**config.mk**
```make
export PLATFORM = sky130hd
export DESIGN_NAME = xbar_pkt_arbiter
export DESIGN_NICKNAME = d
export VERILOG_FILES = /design/src/rtl/xbar_pkt_arbiter.sv
export SDC_FILE = /design/constraint.sdc
export NUM_CORES = 1
export LEC_CHECK = 0
export BUFFER_PORTS_ARGS = -buffer_cell sky130_fd_sc_hd__buf_2
export CORE_AREA = 2 2 63 65
export DETAILED_ROUTE_END_ITERATION = 12
export DIE_AREA = 0 0 65 67
export GPL_TIMING_DRIVEN = 0
export SLEW_MARGIN = 20
export SYNTH_ARGS = -nofsm -noshare
export SYNTH_HDL_FRONTEND = slang
export SYNTH_SLANG_ARGS = --single-unit
export TNS_END_PERCENT = 1
```
**constraint.sdc**
```tcl
create_clock -name clk_i -period 3.4 [get_ports clk_i]
set_clock_uncertainty 0.05 [all_clocks]
set_input_delay 0.68 -clock clk_i [delete_from_list [all_inputs] [get_ports clk_i]]
set_output_delay 0.68 -clock clk_i [all_outputs]
set_load 0.01 [all_outputs]
```
**src/rtl/xbar_pkt_arbiter.sv**
```systemverilog
// xbar_pkt_arbiter: packet-granular arbiter that locks one crossbar input to one output until the packet's last flit.
// Ports: clk_i/rst_i (sync, active-high); valid_i/last_i per input; dst_i packed per-input destination;
//        out_ready_i per output; in_sel_o/out_sel_o crossbar selects; grant_o pop strobe; out_valid_o; busy_o.
// Macro XBAR_ARB_RR_EN selects round-robin arbitration; undefined gives fixed lowest-index priority.
module xbar_pkt_arbiter #(
    parameter  int PORT_N = 5,
    localparam int SEL_W  = $clog2(PORT_N)
) (
    input  logic                      clk_i,
    input  logic                      rst_i,
    input  logic [PORT_N-1:0]         valid_i,
    input  logic [PORT_N-1:0]         last_i,
    input  logic [PORT_N*SEL_W-1:0]   dst_i,
    input  logic [PORT_N-1:0]         out_ready_i,
    output logic [SEL_W-1:0]          in_sel_o,
    output logic [SEL_W-1:0]          out_sel_o,
    output logic [PORT_N-1:0]         grant_o,
    output logic [PORT_N-1:0]         out_valid_o,
    output logic                      busy_o
);
    localparam int EXT_N = 1 << SEL_W;
    typedef enum logic {IDLE, LOCK} state_t;
    state_t state, state_nxt;
    // Zero-padded to the full selector range so out-of-range destinations index a 0 bit.
    logic [EXT_N-1:0] valid_ext, last_ext, rdy_ext;
    logic [SEL_W-1:0] dst [PORT_N];
    logic [PORT_N-1:0] elig;
    logic [SEL_W-1:0] win;
    logic xfer;
`ifdef XBAR_ARB_RR_EN
    logic [SEL_W-1:0] ptr;
`endif
    assign valid_ext = EXT_N'(valid_i);
    assign last_ext  = EXT_N'(last_i);
    assign rdy_ext   = EXT_N'(out_ready_i);
    always_comb begin
        for (int i = 0; i < PORT_N; i++) begin
            dst[i]  = dst_i[i*SEL_W +: SEL_W];
            elig[i] = valid_i[i] && (int'(dst[i]) < PORT_N) && rdy_ext[dst[i]];
        end
    end
    // Scan from lowest to highest priority so the highest-priority eligible input is written last.
    always_comb begin
        win = '0;
        for (int k = PORT_N - 1; k >= 0; k--) begin
`ifdef XBAR_ARB_RR_EN
            if (elig[(int'(ptr) + k) % PORT_N]) win = SEL_W'((int'(ptr) + k) % PORT_N);
`else
            if (elig[k]) win = SEL_W'(k);
`endif
        end
    end
    always_ff @(posedge clk_i) begin
        if (rst_i) begin
            state     <= IDLE;
            in_sel_o  <= '0;
            out_sel_o <= '0;
        end else begin
            state <= state_nxt;
            if (state == IDLE && |elig) begin
                in_sel_o  <= win;
                out_sel_o <= dst[win];
            end
        end
    end
`ifdef XBAR_ARB_RR_EN
    always_ff @(posedge clk_i) begin
        if (rst_i)
            ptr <= '0;
        else if (state == LOCK && state_nxt == IDLE)
            ptr <= (in_sel_o == SEL_W'(PORT_N - 1)) ? '0 : in_sel_o + 1'b1;
    end
`endif
    always_comb begin
        state_nxt = (state == IDLE) ? (|elig ? LOCK : IDLE)
                                    : ((xfer && last_ext[in_sel_o]) ? IDLE : LOCK);
    end
    // Reset gates every output strobe combinationally, not just from the next edge.
    always_comb begin
        busy_o      = state == LOCK && !rst_i;
        xfer        = busy_o && valid_ext[in_sel_o] && rdy_ext[out_sel_o];
        grant_o     = xfer ? PORT_N'(1) << in_sel_o : '0;
        out_valid_o = xfer ? PORT_N'(1) << out_sel_o : '0;
    end
endmodule
```
* After elaboration in Yosys (flattened, before gate mapping)
Cells that the tools add are included.
** Word-level totals
- Memories :: 0
- Latch bits :: 0
- Memory bits (writable) :: 0
- Word-level logic and storage cells :: 66
- Output and inout port bits :: 17
- Bits in read-only memories :: 0
- Flip-flop bits (word level) :: 7
- Input bits :: 32
** Cells by class
- Shifts and indexed selects :: 2
- Equality and inequality tests :: 0
- Muxes and demuxes :: 29
- Reductions and logical operators :: 17
- Bitwise logic cells :: 2
- Multiply operators :: 0
- Magnitude comparators :: 13
- Div/mod/pow operators :: 0
- Add/subtract/negate cells :: 0
** Operator list (count)
- < comparator 3 x 4 -> 1 bit (second input constant) :: 7
- binary-select mux 1 bit (select 3 bit) :: 8
- two-way mux 3 bit :: 7
- logical AND 1 bit :: 15
- < comparator 3 bit (second input constant) :: 5
- two-way mux 1 bit :: 11
- two-way mux 5 bit :: 2
- left shift 1 x 3 -> 5 bit (first input constant) :: 2
- binary-select mux 3 bit (select 3 bit) :: 1
- OR reduction 5 bit :: 1
- greater-or-equal comparator 4 bit (second input constant) :: 1
- inverter 3 -> 4 bit :: 1
- logical NOT 1 bit :: 1
- inverter 1 bit :: 1

* Logic depth before layout (Yosys ltp)
- Depth in word-level cells :: 12
- Mapped depth :: 8
- Depth with buffers taken out :: 6

* Worst setup path before layout
No wires, ideal clock.
- Path type :: input -> output
- From :: input port out_ready_i[4]
- To :: output port grant_o[0]
- Data arrival time :: 2.098 ns
- Stages on the path :: 7
- Path buffers :: 2
- Slack :: 0.572 ns
- Required time :: 2.670 ns
- Cells stage by stage :: clkbuf_2 mux2i_1 o21ai_0 o21ai_0 or4_1 buf_6 nor4_1
** On the way
- Word-level cells in the longest chain between the ends :: 4
** RTL lines
- start, declared :: line 14 : input logic [PORT_N-1:0] out_ready_i,
- binary-select mux 1 bit (select 3 bit) :: line 81 : xfer = busy_o && valid_ext[in_sel_o] && rdy_ext[out_sel_o];
- two-way mux 1 bit (implied by the code) :: line 81
- logical AND 1 bit :: line 81
- two-way mux 5 bit :: line 82 : grant_o = xfer ? PORT_N'(1) << in_sel_o : '0;
- end, declared :: line 17 : output logic [PORT_N-1:0] grant_o,
No other way between the ends. The select of a mux whose other input is x is not followed.

* Worst setup path after layout
- From :: register in_sel_o[1]
- To :: output port out_valid_o[3]
** On the way
- Word-level cells in the longest chain between the ends :: 5
** RTL lines
- start, declared :: line 15 : output logic [SEL_W-1:0] in_sel_o,
- start signal, assigned :: line 61 : in_sel_o <= win;
- binary-select mux 1 bit (select 3 bit) :: line 81
- two-way mux 1 bit (implied by the code) :: line 81
- logical AND 1 bit (2 in a row) :: line 81
- two-way mux 5 bit :: line 83 : out_valid_o = xfer ? PORT_N'(1) << out_sel_o : '0;
- end, declared :: line 18 : output logic [PORT_N-1:0] out_valid_o,
No other way between the ends. The select of a mux whose other input is x is not followed.

==> results by group <==
Outcome
  • Status: complete, no violations

Detailed routing
  • Initial DRT Pass Iterations: 4
  • Post-Route WL: 3.05 mm
  • Drt wl/cell: 13.7 um
  • Post-route DRC: 0
  • Via count: 1192
  • Via density: 5.35
  • Drt initial violations: 100
  • Antenna-violating nets left: 0

Placed design
  • Hpwl dp: 2.49 mm
  • Pre-CTS setup slack: 0.399 ns
  • Port Buffers: 47
  • Gpl congestion: 0.846

Power
  • Clock share of power: 0.281
  • Leakage power: 0.628 nW
  • Total power: 424 uW
  • Combinational share of power: 0.475
  • Maximum VDD drop: 116 uV
  • Total net switching power: 156 uW
  • PwrDens: 304 nW/um2
  • Internal power: 269 uW
  • Switching portion of total power: 0.367
  • Seq pwr share: 0.244

CTS
  • CTS H-tree lvls: 1
  • CTS root buf: clkbuf_8
  • Post-CTS Resized: 0
  • CTS tree: yes
  • Post CTS Setup Buffer Count: 0
  • CTS Buf Count: 3
  • Clk slew on worst S/H paths: 0.04 ns
  • Clock Tree Buf Depth: 2
  • CTS sink cnt: 7
  • Clk Latency, worst-skew pair: 0.23 ns
  • Hold buffer count at CTS: 0

Worst hold path
  • HP Class: reg -> reg
  • Hold endpoint: out_sel_o[1]
  • Min-Delay Startpoint: out_sel_o[1]
  • Hold Crit Depth: 2

Worst setup path
  • CP Class: reg -> out
  • CP required: 2.67 ns
  • Worst r2r src: in_sel_o[1]
  • Reg2reg path depth: 8
  • CP Launch Type: register
  • Capturing point of the worst reg2reg path: state
  • CP max FO: 10
  • Worst path arrival time: 2.30 ns
  • Flop-to-flop setup slack: 1.32 ns
  • Setup crit end kind: primary output

Logic synthesis
  • Syn nets: 156
  • Synth Instances: 124
  • Synth warn: 0
  • Async S/R FF share, synth: 0
  • Number of synthesized flops with an enable pin: 0
  • Synth Area per Inst: 8.51 um2
  • #FFs+latches synth: 7
  • Syn Std Cell Area: 1050 um2
  • Seq/Total Area, Yosys: 0.133
  • Distinct cell type count after synthesis: 57
  • Main synth FF type: dfxtp_1

Global route
  • Met3 usage: 0.0220
  • Largest net degree at the start of global routing: 11
  • First-pass GRT wire length: 4.84 mm
  • Top Usage Layer GRT: met2
  • GRT Overall Usage: 0.144
  • Initial antenna violation count: 0
  • Met1 usage: 0.186
  • Vias in the first global route: 1038
  • GRT met2 Usage: 0.227
  • GR Overflow Total: 0

Timing
  • Setup WS post-layout: 0.366 ns
  • Highest clock rate: 330 MHz
  • # setup viols final: 0
  • Pin slew with the least headroom to its limit: 0.515 ns
  • Relative slew slack: 0.654
  • Pins Over Slew Limit: 0
  • Setup TNS: 0 ns
  • Final Cycle Share: 0.892
  • RSZ-0062 raised after global routing: no
  • Min cycle time layout: 3.03 ns
  • Final hold viol count: 0

Die
  • Row Count: 22
  • Die Area: 4360 um2
  • Placeable Area: 3610 um2
  • Initial Utilization: 0.293
  • Die Wd: 65 um
  • IO Pins: 49
  • Die height: 67 um

Finish
  • Nets: 208
  • P&R area growth vs syn: 32.3%
  • Antenna diode count: 0
  • Share of cells above drive strength 1: 0.423

Flow run
  • # Max-Cap Violations: 0
[worst max path at each step]
| stage | to | depth (start not counted) | slack (ns) | start |
|---|---|---|---|---|
| floorplan | grant_o[0] | 7 | 0.57 | out_ready_i[4] |
| global placement | out_valid_o[3] | 8 | 0.40 | out_ready_i[4] |
| detailed placement | out_valid_o[3] | 8 | 0.40 | out_ready_i[4] |
| CTS | out_valid_o[3] | 8 | 0.36 | in_sel_o[1] |
| global route | out_valid_o[4] | 8 | 0.17 | in_sel_o[1] |
| finish | out_valid_o[3] | 8 | 0.37 | in_sel_o[1] |
[metal layers]
metal / share of wire / vias up
met1: 0.47 / 534
li1: - / 598
met2: 0.44 / 52
met3: 0.068 / 8
met5: 0 / -
met4: 0.030 / 0
[sequential cells by signal, summed over array words and instances (netlist names)]
register	cells
out_sel_o	3
state	1
in_sel_o	3
[Yosys cell counts (all sizes together) (2+ instances only)]
| cell | number | share of area |
|---|---|---|
| nor3b | 2 | 0.014 |
| inv | 4 | 0.014 |
| a21oi | 3 | 0.014 |
| nor4b | 3 | 0.051 |
| nor3 | 4 | 0.019 |
| mux4 | 3 | 0.068 |
| a211oi | 2 | 0.014 |
| a31oi | 2 | 0.012 |
| dfxtp | 7 | 0.13 |
| nor2b | 4 | 0.024 |
| a22oi | 2 | 0.019 |
| and3 | 2 | 0.012 |
| o211a | 2 | 0.019 |
| a31o | 2 | 0.017 |
| nand2 | 7 | 0.025 |
| nor2 | 13 | 0.049 |
| buf | 5 | 0.036 |
| nand3b | 3 | 0.021 |
| o21ai | 7 | 0.033 |
| o221ai | 2 | 0.017 |
| o22ai | 2 | 0.018 |
| mux2 | 4 | 0.043 |
| mux2i | 7 | 0.066 |
| clkbuf | 3 | 0.012 |
| nor4bb | 4 | 0.052 |
| nor4 | 3 | 0.018 |
| a21o | 2 | 0.014 |
[cell families (layout without fill, tap and decap cells)]
kind of cell | Yosys count | count (layout) | share of synthesized area
buf+inv | 12 | 63 | 0.0617
mux | 14 | 14 | 0.177
simple gates | 55 | 55 | 0.358
compound gates | 36 | 36 | 0.270
flops | 7 | 7 | 0.133
[power by group through the flow]
stage               Clock, mW  Sequential [mW]  Combinational (mW)
finish                  0.119            0.103               0.201
global route            0.126            0.105               0.223
CTS                     0.122            0.104               0.202
detailed placement          0            0.105               0.201
global placement            0            0.105               0.200
floorplan                   0            0.108               0.133
[final cells by class]
cell class	instances	area, um2
timing repair buffer	47	235
tap	48	60.1
multi-input combinational	105	850
sequential	7	140
fill	388	2210
clock buffer	4	45.0
buffer	8	50.0
inverter	4	15.0
[critical path, cell delays in order, from the launching register on]
cell	delay [ns]
dfxtp_1	0.31
clkbuf_1	0.30
mux4_2	0.28
nor2b_1	0.13
a31oi_1	0.06
or4_1	0.42
buf_6	0.17
nor4bb_4	0.24
buf_2	0.16
[stage by stage]
step           utilization  hold slack [ns]  cells  instance area [um2]
2_1_floorplan            -            0.578    124                 1050
3_3_place_gp         0.374            0.648    219                 1350
3_5_place_dp         0.374            0.644    219                 1350
4_1_cts              0.387            0.654    223                 1400
5_1_grt              0.387            0.669    223                 1400
6_report             0.387            0.642    223                 1400
[placed cells by master (no fill, tap or decap), types with 2 or more instances in the layout]
| master | instances |
|---|---|
| a211oi_1 | 2 |
| nand3b_1 | 3 |
| nor3b_1 | 2 |
| nor4b_2 | 2 |
| nor2_1 | 12 |
| nor4bb_1 | 3 |
| nor3_1 | 4 |
| buf_2 | 50 |
| o221ai_1 | 2 |
| nor2b_1 | 4 |
| nor4_1 | 3 |
| inv_1 | 4 |
| a31oi_1 | 2 |
| mux4_2 | 2 |
| nand2_1 | 7 |
| a21o_1 | 2 |
| buf_6 | 2 |
| dfxtp_1 | 7 |
| a21oi_1 | 3 |
| clkbuf_1 | 3 |
| o211a_1 | 2 |
| and3_1 | 2 |
| clkbuf_8 | 3 |
| mux2_2 | 4 |
| mux2i_1 | 7 |
| o21ai_0 | 6 |
Power figures use the tool's default switching activity.
